File: config.mk
export PLATFORM = sky130hd
export DESIGN_NAME = ysyx_220053_ifu
export DESIGN_NICKNAME = d
export VERILOG_FILES = /design/src/rtl/ysyx_220053_pkg.sv /design/src/rtl/ysyx_220053_ifu.sv
export SDC_FILE = /design/constraint.sdc
export NUM_CORES = 1
export LEC_CHECK = 0
export CAP_MARGIN = 20
export CORE_MARGIN = 4
export CORE_UTILIZATION = 48
export DETAILED_ROUTE_END_ITERATION = 12
export PLACE_DENSITY = 0.86
export SETUP_SLACK_MARGIN = 0.02
export SLEW_MARGIN = 40
export SYNTH_ARGS = -nofsm -noshare
export SYNTH_HDL_FRONTEND = slang
export SYNTH_SLANG_ARGS = --single-unit
export TNS_END_PERCENT = 5
File: constraint.sdc
create_clock -name clk -period 7.1 [get_ports clk]
set_input_delay 0.71 -clock clk [delete_from_list [all_inputs] [get_ports clk]]
set_output_delay 0.71 -clock clk [all_outputs]
set_load 0.01 [all_outputs]
File: src/rtl/ysyx_220053_pkg.sv
// ysyx_220053_pkg: shared constants and FSM encoding for the instruction fetch unit
package ysyx_220053_pkg;
   localparam logic [63:0] RESET_PC_DEFAULT = 64'h0000_0000_8000_0000;
   localparam logic [31:0] NOP = 32'h0000_0013;
   typedef enum logic [1:0] {S_REQ, S_WAIT, S_HOLD, S_DRAIN} ifu_state_t;
endpackage

File: src/rtl/ysyx_220053_ifu.sv
// ysyx_220053_ifu: single-outstanding instruction fetch with decode redirect and drain of stale responses
module ysyx_220053_ifu
   import ysyx_220053_pkg::*;
#(
   parameter logic [63:0] RESET_PC = RESET_PC_DEFAULT
) (
   input  logic        clk,
   input  logic        rst,
   output logic        imem_req,
   output logic [63:0] imem_addr,
   input  logic        imem_gnt,
   input  logic        imem_rvalid,
   input  logic [63:0] imem_rdata,
   input  logic        redirect_valid,
   input  logic [63:0] redirect_pc,
   output logic        out_valid,
   input  logic        out_ready,
   output logic [63:0] out_pc,
   output logic [31:0] out_instr
);
   ifu_state_t state, state_n;
   logic [63:0] pc, pc_n, target;
   logic load;
   always_comb begin
      state_n = state;
      target = redirect_pc & ~64'h3;
      unique case (state)
         S_REQ:   state_n = imem_gnt ? (redirect_valid ? S_DRAIN : S_WAIT) : S_REQ;
         S_WAIT:  state_n = imem_rvalid ? (redirect_valid ? S_REQ : S_HOLD)
                                        : (redirect_valid ? S_DRAIN : S_WAIT);
         S_HOLD:  state_n = (redirect_valid || out_ready) ? S_REQ : S_HOLD;
         S_DRAIN: state_n = imem_rvalid ? S_REQ : S_DRAIN;
      endcase
      // a redirect wins over every other event, including a consuming handshake
      pc_n = redirect_valid ? target : (state == S_HOLD && out_ready) ? pc + 64'd4 : pc;
      load = state == S_WAIT && imem_rvalid && !redirect_valid;
      imem_req = state == S_REQ && !rst;
      imem_addr = pc & ~64'h7;
      out_valid = state == S_HOLD;
   end
   always_ff @(posedge clk) begin
      if (rst) begin
         state <= S_REQ;
         pc <= RESET_PC;
         out_pc <= '0;
         out_instr <= NOP;
      end else begin
         state <= state_n;
         pc <= pc_n;
         if (load) begin
            out_pc <= pc;
            out_instr <= pc[2] ? imem_rdata[63:32] : imem_rdata[31:0];
         end
      end
   end
endmodule

After elaboration in Yosys (flattened, before gate mapping)
Index checks and enable logic that the tools add are counted.
- register bits after elaboration: 162
- output and inout port bits: 162
- word-level logic and storage cells: 29
- input port bits: 134
- multiplexer cells: 10
- add/subtract/negate cells: 1
- reductions and logical operators: 10
- eq/ne operators: 3
- operators with widths (operator ; number):
    64-bit two-way mux ; 2
    64-bit by 3-bit adder with 64-bit output (second input constant) ; 1
    32-bit two-way mux ; 1
    2-bit two-way mux ; 6
    2-bit case mux with 4 select lines ; 1
    2-bit equality test (second input constant) ; 2
    1-bit logical AND ; 4
    2-bit by 1-bit equality test with 1-bit output (second input constant) ; 1
    1-bit zero test ; 2
    2-bit zero test ; 1
    2-bit nonzero test ; 1
    2-bit OR reduction ; 1
    1-bit logical OR ; 1

Depth between registers and ports, before layout
Gate-level depths: netlist of run 1.
- depth after elaboration: 4
- depth in mapped cells: 8
- depth with buffers taken out: 6

Worst setup path before layout of run 1
No wires, ideal clock.
- path type: input to register
- from: input out_ready
- to: register pc[52]
- slack: 4553 ps
- stages: 6
- data required time: 7009 ps
- setup time: 91 ps
- data arrival time: 2456 ps
- buffers on the path: 1
- cell sequence: nand3b_2 or3_1 or4_4 buf_6 or4_1 a311oi_1
- longest elaborated chain between the ends: 2
- ends and longest elaborated chain (what ; RTL line ; text):
    from (decl) ; ysyx_220053_ifu.sv:17 ; input logic out_ready,
    1-bit logical AND ; ysyx_220053_ifu.sv:35 ; pc_n = redirect_valid ? target : (state == S_HOLD && out_ready) ? pc + 64'd4 : pc;
    2-bit nonzero test (no line) ; -- ;
    to (signal assigned) ; ysyx_220053_ifu.sv:49 ; pc <= pc_n;
    to (decl) ; ysyx_220053_ifu.sv:22 ; logic [63:0] pc, pc_n, target;
Every way passes these cells.
A chain may end at the register's enable or synchronous reset.

Final worst setup path of run 1
- from: register pc[5]
- to: register pc[63]
- longest elaborated chain between the ends: 3
- ends and longest elaborated chain (what ; RTL line):
    64-bit by 3-bit adder with 64-bit output ; ysyx_220053_ifu.sv:35
    64-bit two-way mux (2 in a row) ; ysyx_220053_ifu.sv:35
Every way passes these cells. The select of a mux whose other input is x is not followed.

==> flow_summary.json, run 1 <==
{
  "status": "finished clean",
  "p_per_area_nw_per_um2": 210,
  "syn_to_final_growth_pct": 40.3,
  "worstSetupPathType": "flip-flop to flip-flop",
  "power.leakage_nw": 3.57,
  "rows": 46,
  "setup_violations": 0,
  "fin_crit_sh_pct": 43.4,
  "die_h_um": 135,
  "antennaDiodeCount": 0,
  "layout_common_cells": "clkdlybuf4s50_1, nand2_1, dfxtp_1",
  "htree_levels": 4,
  "yosysTopAreaCell": "dfxtp_1",
  "avgRoutedWirePerCell_um": 17.4,
  "critical_path.top_delay_family": "simple AND/OR/NAND/NOR gates",
  "die_x_um": 135,
  "cp_common_cell": "nand4_1",
  "synth_top_area_share_pct": 40.7,
  "final_layout_size_suffix_gt1_share_pct": 4.22,
  "ys_seq_area_share_pct": 40.7,
  "min_path_type": "flip-flop to flip-flop",
  "gp_congestion": 0.823,
  "period_minus_slack_ns": 3.08,
  "synth_edf_count": 0,
  "final_common_cell": "clkdlybuf4s50_1",
  "rsz0062_at_grt": "no",
  "viasPerCell": 5.61,
  "syn_area_per_cell_um2": 8.05,
  "vias": 7724,
  "async_reset_ff_share_pct": 0,
  "n_fill_cell": 1295,
  "ctsHoldBuffers": 0,
  "min_path_cells": 2,
  "cp_max_fo": 15,
  "post_cts_resized": 0,
  "cts_buffers": 17,
  "syn_inst": 965,
  "synthTopCellsByArea": "dfxtp_1, nand2_1, buf_4, a21oi_1, nor2_1",
  "ir_drop_uv": 169,
  "reg2regPathDepth": 5,
  "grt_overflow": 0,
  "worst_pin_slew_ns": 0.747,
  "cts-root-buf": "clkbuf_16",
  "grt_pass1_wl_mm": 37.3,
  "crit_chain": "nand4_1, nor3_1, nand4_1, or4_1, a311oi_1",
  "fmax_mhz": 324,
  "drtIter0Drc": 531,
  "grt_pass1_vias": 7191,
  "routed_wl_mm": 24.0,
  "ant_nets": 0,
  "clk_pin_slew_ns": 0.06,
  "nets": 1283,
  "hold_viol": 0,
  "syn-cell-area_um2": 7770,
  "yosysWarnings": 0,
  "drv_slew": 0,
  "clkLatencyLatePin_ns": 0.42,
  "synth_cell_types": 49,
  "cp_data_arrival_time_ns": 3.42,
  "start_kind": "flip-flop",
  "hpwlAfterDp_mm": 16.8,
  "worst-path-stages": 5,
  "gr-usage-all-layers_pct": 25.4,
  "cap_violations": 0,
  "die-area_um2": 18300,
  "required_ns": 7.43,
  "placement.io_buffers": 288,
  "max_stage_delay_ns": 0.66,
  "start_util_pct": 48.9,
  "post-cts-setup-buffers": 0,
  "grt_max_degree": 99,
  "cts.sinks": 158,
  "clock_path_buffers": 2,
  "skew_ns": 0.00750,
  "ys_seq_elements": 158,
  "antenna_found_initial": 0,
  "setup_tns_ns": 0,
  "slew_headroom_pct": 49.8,
  "synth_ff_type": "dfxtp_1",
  "drt_pass1_iterations": 5,
  "coreArea_um2": 15900,
  "cp_slowest_cell": "nand4_1",
  "worst-path-buf-inv": 0,
  "drc": 0,
  "fin_util_pct": 68.6,
  "whs_ns": 0.453,
  "io_pins": 296,
  "cts_tree": "built",
  "critPathCaptureType": "flip-flop"
}
==> Yosys cell counts, types with 2 or more instances <==
| library cell | n |
|---|---|
| nand2b_1 | 2 |
| a31oi_1 | 3 |
| mux2i_1 | 34 |
| and2_1 | 5 |
| or4_1 | 19 |
| a311oi_1 | 26 |
| buf_4 | 67 |
| nor2_1 | 91 |
| and3_1 | 7 |
| nand3_1 | 21 |
| nand4_1 | 20 |
| and3b_1 | 2 |
| o31ai_1 | 15 |
| and4_1 | 11 |
| nor2b_1 | 5 |
| o211ai_1 | 5 |
| nand3b_1 | 3 |
| or3_1 | 16 |
| a21oi_1 | 75 |
| buf_1 | 3 |
| xnor2_1 | 10 |
| nand2_1 | 172 |
| a211oi_1 | 43 |
| xor2_1 | 10 |
| buf_6 | 2 |
| nor4_1 | 12 |
| nor3_1 | 16 |
| inv_1 | 11 |
| clkbuf_1 | 61 |
| a22oi_1 | 2 |
| a2111oi_0 | 7 |
| a211o_1 | 3 |
| dfxtp_1 | 158 |
| o21ai_0 | 13 |
==> flip-flops by register name (all words and copies together), names as in the netlist <==
register / cells
out_pc: 62
out_instr: 32
state: 2
pc: 62
==> power breakdown <==
part / total (mW) / switching, mW / leakage [nW] / internal (mW)
combinational: 0.286 / 0.118 / 1.96 / 0.168
clock: 1.02 / 0.381 / 0.318 / 0.636
sequential: 0.981 / 0.0586 / 1.29 / 0.922
total: 2.28 / 0.558 / 3.57 / 1.73
==> cells by family after synthesis <==
| kind of cell | count (synthesis) | synth area share (%) |
|---|---|---|
| xor gates and xnor gates | 20 | 2.26 |
| DFF | 158 | 40.7 |
| other | 1 | 0.0483 |
| and+or+nand+nor | 409 | 25.1 |
| adders and majority gates | 1 | 0.161 |
| muxes | 34 | 4.38 |
| buffers and inverters | 144 | 10.4 |
| AOI/OAI and AO/OA | 198 | 16.9 |
==> cell type report <==
cell class | count | area, um^2 | area share (%)
Clock buffer | 19 | 443 | 4.07
Tap cell | 216 | 270 | 2.48
Inverter | 11 | 41.3 | 0.379
Multi-Input combinational cell | 667 | 3830 | 35.2
Sequential cell | 158 | 3170 | 29.1
Clock inverter | 13 | 211 | 1.94
Timing Repair Buffer | 293 | 2930 | 26.9
==> metrics by stage <==
step / cells / power [mW] / setup slack [ns] / cell area [um^2]
2_1_floorplan: 969 / 1.14 / 4.55 / 7780
3_3_place_gp: 1345 / 1.28 / 3.71 / 10200
3_5_place_dp: 1345 / 1.29 / 3.61 / 10200
4_1_cts: 1377 / 2.30 / 3.81 / 10900
5_1_grt: 1377 / 2.37 / 3.75 / 10900
6_report: 1377 / 2.28 / 4.02 / 10900
==> routing by layer <==
| metal | track usage [%] | vias up | wire length [um] |
|---|---|---|---|
| met5 | 0 | - | 0 |
| met4 | 9.24 | 0 | 735 |
| met3 | 7.50 | 47 | 2150 |
| met2 | 43.6 | 341 | 11700 |
| met1 | 30.0 | 3602 | 9390 |
| li1 | - | 3734 | - |
==> path summary, 6_finish.rpt <==
kind                                    to  slack [ns]        from
worst min register to register  out_pc[41]        0.45  out_pc[41]
worst min-delay path            out_pc[41]        0.45  out_pc[41]
worst max-delay path                pc[63]        4.02       pc[5]
worst max register to register      pc[63]        4.02       pc[5]
==> tightest hold or removal path, delay by kind of cell (launching register included) <==
kind            cells  cell delay [ns]
compound gates      1             0.05
flops               1             0.30
simple gates        1             0.05
Power figures use the tool's default switching activity.
==> run 2: changes to the inputs <==
- CORE_UTILIZATION: 48 -> 45
- PLACE_DENSITY: 0.86 -> 0.82
- clock period: 7.1 -> 3.1 ns (I/O delays scaled with it)
==> run 2 against run 1 <==
  * Cell count up 1.9%
  * Register-to-register slack worse by 3.5 ns
  * Core utilization shrank 3.2 points
  * Die area rose by 6.3%
  * Critical path depth unchanged
  * Combinational power grew 140%
  * Clock power rose by 100%
  * Critical path type unchanged
  * Critical endpoint unchanged
==> flow_summary.json, run 2 (synthesis results as in run 1) <==
{
  "cp_data_arrival_time_ns": 2.95,
  "grt_util_met1_pct": 28.5,
  "pwr-share-clk_pct": 41.2,
  "final_common_cell": "clkdlybuf4s50_1",
  "grt_max_degree": 74,
  "n_fill_cell": 1443,
  "slew_headroom_pct": 52.5,
  "final_cell_count_no_fill": 1403,
  "antenna_found_initial": 0,
  "setup_violations": 0,
  "r2r-end": "pc[63]",
  "rsz0062_at_grt": "no",
  "fin_crit_sh_pct": 84.7,
  "grt_pass1_wl_mm": 37.6,
  "period_minus_slack_ns": 2.63,
  "avgRoutedWirePerCell_um": 17.1,
  "grt_overflow": 0,
  "clkLatencyLatePin_ns": 0.42,
  "clk_pin_slew_ns": 0.06,
  "p_comb_share_pct": 14.0,
  "cts_buffers": 17,
  "grt_pass1_vias": 7163,
  "cp_max_fo": 8,
  "switching_share_pct": 26.3,
  "cap_violations": 0,
  "cp_slowest_cell": "or4b_2",
  "min_path_type": "primary input to flip-flop",
  "fmax_mhz": 381,
  "die_h_um": 139,
  "hpwlAfterDp_mm": 17.9,
  "cts-root-buf": "clkbuf_16",
  "drt_pass1_iterations": 5,
  "ctsHoldBuffers": 0,
  "min_from": "rst",
  "layout_common_cells": "clkdlybuf4s50_1, nand2_1, dfxtp_1",
  "cts_tree": "built",
  "start_kind": "flip-flop",
  "multi_input_area_um2": 3810,
  "rows": 47,
  "status": "finished clean",
  "hold_viol": 0,
  "gr-usage-all-layers_pct": 23.5,
  "grt-busiest-layer": "met2",
  "max_stage_delay_ns": 0.66,
  "setup_tns_ns": 0,
  "p_seq_share_pct": 44.8,
  "placement.io_buffers": 288,
  "crit_chain": "nand3_1, nor4_1, or4b_2, or4_1, a311oi_1",
  "placedCellCount": 1371,
  "ir_drop_uv": 390,
  "reg2regPathDepth": 5,
  "vias": 7695,
  "viasPerCell": 5.48,
  "hold_end": "out_pc[46]",
  "drc": 0,
  "register_area_um2": 3160,
  "gr-usage-met2_pct": 40.5,
  "io_pins": 296,
  "die_x_um": 139,
  "cts.sinks": 158,
  "drv_slew": 0,
  "power.leakage_nw": 3.64,
  "post_cts_resized": 0,
  "coreArea_um2": 16800,
  "reg_top3": "out_pc x62, pc x62, out_instr x32",
  "skew_ns": 0.00846,
  "critPathCaptureType": "flip-flop",
  "worstSetupPathType": "flip-flop to flip-flop",
  "routed_wl_mm": 24.0,
  "gp_congestion": 0.854,
  "final_layout_size_suffix_gt1_share_pct": 5.83,
  "regToRegSetupSlack_ns": 0.47,
  "worst_pin_slew_ns": 0.707,
  "internal_power_mw": 3.65,
  "syn_to_final_growth_pct": 41.1,
  "die-area_um2": 19400,
  "whs_ns": 0.264,
  "start_util_pct": 46.3,
  "post-cts-setup-buffers": 0,
  "met3_usage_pct": 6.79,
  "p_per_area_nw_per_um2": 453,
  "drtIter0Drc": 658,
  "antennaDiodeCount": 0,
  "p_switching_mw": 1.31,
  "r2r-start": "pc[50]",
  "nets": 1305,
  "clock_path_buffers": 2,
  "ant_nets": 0,
  "required_ns": 3.42,
  "htree_levels": 4,
  "min_path_cells": 2
}
run 2: cell count changes in the layout (fill, tap and decap cells not counted), moves of 2 or more:
cell	change
inv_6	+4
bufinv_16	-4
nor4_1	+2
clkinv_4	-2
buf_4	+24
nor4_2	-2
buf_6	-3
clkinv_2	+2
run 2: area by class of cell:
cell class,instances,share of cell area (%)
multi-input cells,667,34.8
flip-flops and latches,158,28.9
repair buffers,315,28.2
clock buffers,18,4.01
well taps,220,2.51
clock inverters,14,1.19
inverters,11,0.377
run 2: metrics by stage:
| step | worst slack (ns) | power, mW | utilization [%] | area (um^2) |
|---|---|---|---|---|
| finish | 0.473 | 4.96 | 65.4 | 11000 |
| global route | 0.215 | 5.16 | 65.4 | 11000 |
| CTS | 0.455 | 4.99 | 65.4 | 11000 |
| detailed placement | 0.349 | 2.96 | 62.0 | 10400 |
| global placement | 0.414 | 2.95 | 62.0 | 10400 |
| floorplan | 0.809 | 2.61 | - | 7780 |
run 2: power by group through the flow:
stage,Combinational (mW),Sequential [mW],Clock (mW)
2_1_floorplan,0.363,2.25,0
3_3_place_gp,0.692,2.26,0
6_report,0.696,2.22,2.04
4_1_cts,0.702,2.22,2.07
3_5_place_dp,0.699,2.26,0
5_1_grt,0.756,2.23,2.16
run 2: how the worst max path moves through the flow:
stage | start | to | slack [ns] | cells after the start
after global routing | pc[2] | pc[59] | 0.22 | 7
final | pc[50] | pc[63] | 0.47 | 5
after CTS | pc[2] | pc[57] | 0.46 | 7
after global placement | out_ready | pc[54] | 0.41 | 6
after floorplan | pc[3] | pc[52] | 0.81 | 7
after detailed placement | out_ready | pc[54] | 0.35 | 6
run 2: metal layers:
metal / part of all wire (%) / vias up
met2: 49 / 332
met4: 2.2 / 0
li1: - / 3773
met1: 40 / 3555
met5: 0 / -
met3: 8.9 / 35
run 2: critical path, delay by kind of cell, from the launching register on:
family / cells / cell delay, ns
and+or+nand+nor: 4 / 1.78
AOI/OAI and AO/OA: 1 / 0.29
DFF: 1 / 0.46
==> run 3: changes to the inputs <==
- clock period: 3.1 -> 2.6 ns (I/O delays scaled with it)
==> run 3 against run 2 <==
  * Clock power rose by 23%
  * Sequential power rose by 18%
  * Core utilization rose by 1.9 points
  * Register-to-register slack got worse by 0.34 ns
  * Count of clock-buffer cells in the layout did not move
==> flow_summary.json, run 3 (synthesis results as in run 1) <==
{
  "status": "finished clean",
  "clkLatencyLatePin_ns": 0.42,
  "viasPerCell": 5.53,
  "hpwlAfterDp_mm": 18.2,
  "p_per_area_nw_per_um2": 536,
  "antennaDiodeCount": 0,
  "worstSetupPathType": "flip-flop to flip-flop",
  "coreArea_um2": 16800,
  "drtIter0Drc": 619,
  "period_minus_slack_ns": 2.47,
  "required_ns": 2.92,
  "setup_violations": 0,
  "die_x_um": 139,
  "placement.io_buffers": 288,
  "slew_headroom_pct": 51.5,
  "gr-usage-all-layers_pct": 24.8,
  "grt_pass1_vias": 7460,
  "grt_pass1_wl_mm": 39.3,
  "routed_wl_mm": 25.0,
  "min_from": "rst",
  "clock_path_buffers": 2,
  "start_util_pct": 46.3,
  "die-area_um2": 19400,
  "cts_tree": "built",
  "final_layout_size_suffix_gt1_share_pct": 8.55,
  "cp_data_arrival_time_ns": 2.79,
  "grt_max_degree": 121,
  "min_path_type": "primary input to flip-flop",
  "p_total_mw": 6.04,
  "ant_nets": 0,
  "antenna_found_initial": 0,
  "cts_buffers": 17,
  "grt_overflow": 0,
  "reg_top3": "out_pc x62, pc x62, out_instr x32",
  "avgRoutedWirePerCell_um": 17.4,
  "ir_drop_uv": 480,
  "die_h_um": 139,
  "rsz0062_at_grt": "no",
  "setup_tns_ns": 0,
  "cp_max_fo": 11,
  "cts.sinks": 158,
  "gp_congestion": 0.861,
  "worst_pin_slew_ns": 0.727,
  "start_kind": "flip-flop",
  "drt_pass1_iterations": 5,
  "hold_viol": 0,
  "r2r-start": "pc[18]",
  "min_path_cells": 2,
  "regToRegSetupSlack_ns": 0.13,
  "htree_levels": 4,
  "io_pins": 296,
  "drv_slew": 0,
  "vias": 7944,
  "power.leakage_nw": 3.82,
  "cts-root-buf": "clkbuf_16",
  "cap_violations": 0,
  "final_common_cell": "clkdlybuf4s50_1",
  "skew_ns": 0.0120,
  "nets": 1338,
  "critPathCaptureType": "flip-flop",
  "rows": 47,
  "fin_crit_sh_pct": 94.9,
  "layout_common_cells": "clkdlybuf4s50_1, nand2_1, dfxtp_1",
  "hold_end": "pc[2]",
  "r2r-end": "pc[40]",
  "fmax_mhz": 405,
  "drc": 0,
  "syn_to_final_growth_pct": 45.2,
  "reg2regPathDepth": 6,
  "clk_pin_slew_ns": 0.06
}
run 3: per-stage QoR:
stage               hold WS [ns]  instances  setup slack [ns]  util [%]  cell area, um^2
global route               0.336       1436            0.0563      67.3            11300
finish                     0.303       1436             0.132      67.3            11300
CTS                        0.295       1436             0.109      67.2            11300
global placement           0.441       1404            0.0316      63.7            10700
floorplan                  0.393        969             0.309         -             7780
detailed placement         0.446       1404           -0.0330      63.7            10700
run 3: how the worst max path moves through the flow:
stage / slack (ns) / startpoint / depth (start not counted) / to
after floorplan: 0.31 / pc[3] / 7 / pc[52]
after global placement: 0.03 / out_ready / 6 / pc[54]
after detailed placement: -0.03 / out_ready / 7 / pc[46]
after CTS: 0.11 / pc[25] / 6 / pc[40]
after global routing: 0.06 / pc[18] / 5 / pc[54]
final: 0.13 / pc[18] / 6 / pc[40]
run 3: worst max-delay path: stages, from the launching register on:
cell	delay, ns
dfxtp_1	0.45
and4_1	0.30
nand4_4	0.15
or4_4	0.65
buf_12	0.18
or3_1	0.34
a311oi_1	0.29
run 3: what timing repair did:
item | in CTS | in global routing
setup endpoints to repair | 0 | 5
buffers inserted | 0 | 0
hold buffers | 0 | 0
resized for setup | 0 | 4
run 3: cell type report:
class                      instances  area (um^2)
clock buffer                      18          429
clock inverter                    14          156
fill                            1390         5480
inverter                          11         41.3
multi-input combinational        667         3830
sequential                       158         3170
tap                              220          275
timing repair buffer             348         3380
run 3: routing by layer:
layer / routed length, um / vias up / global-route usage (%)
li1: - / 3852 / -
met1: 9900 / 3740 / 29.7
met2: 12500 / 324 / 42.7
met3: 2200 / 28 / 7.38
met4: 411 / 0 / 7.83
met5: 0 / - / 0
run 3: report_power, final:
group          total [mW]  switching [mW]  internal, mW
sequential           2.61          0.0927          2.52
clock                2.51            1.08          1.43
combinational       0.922           0.411         0.511
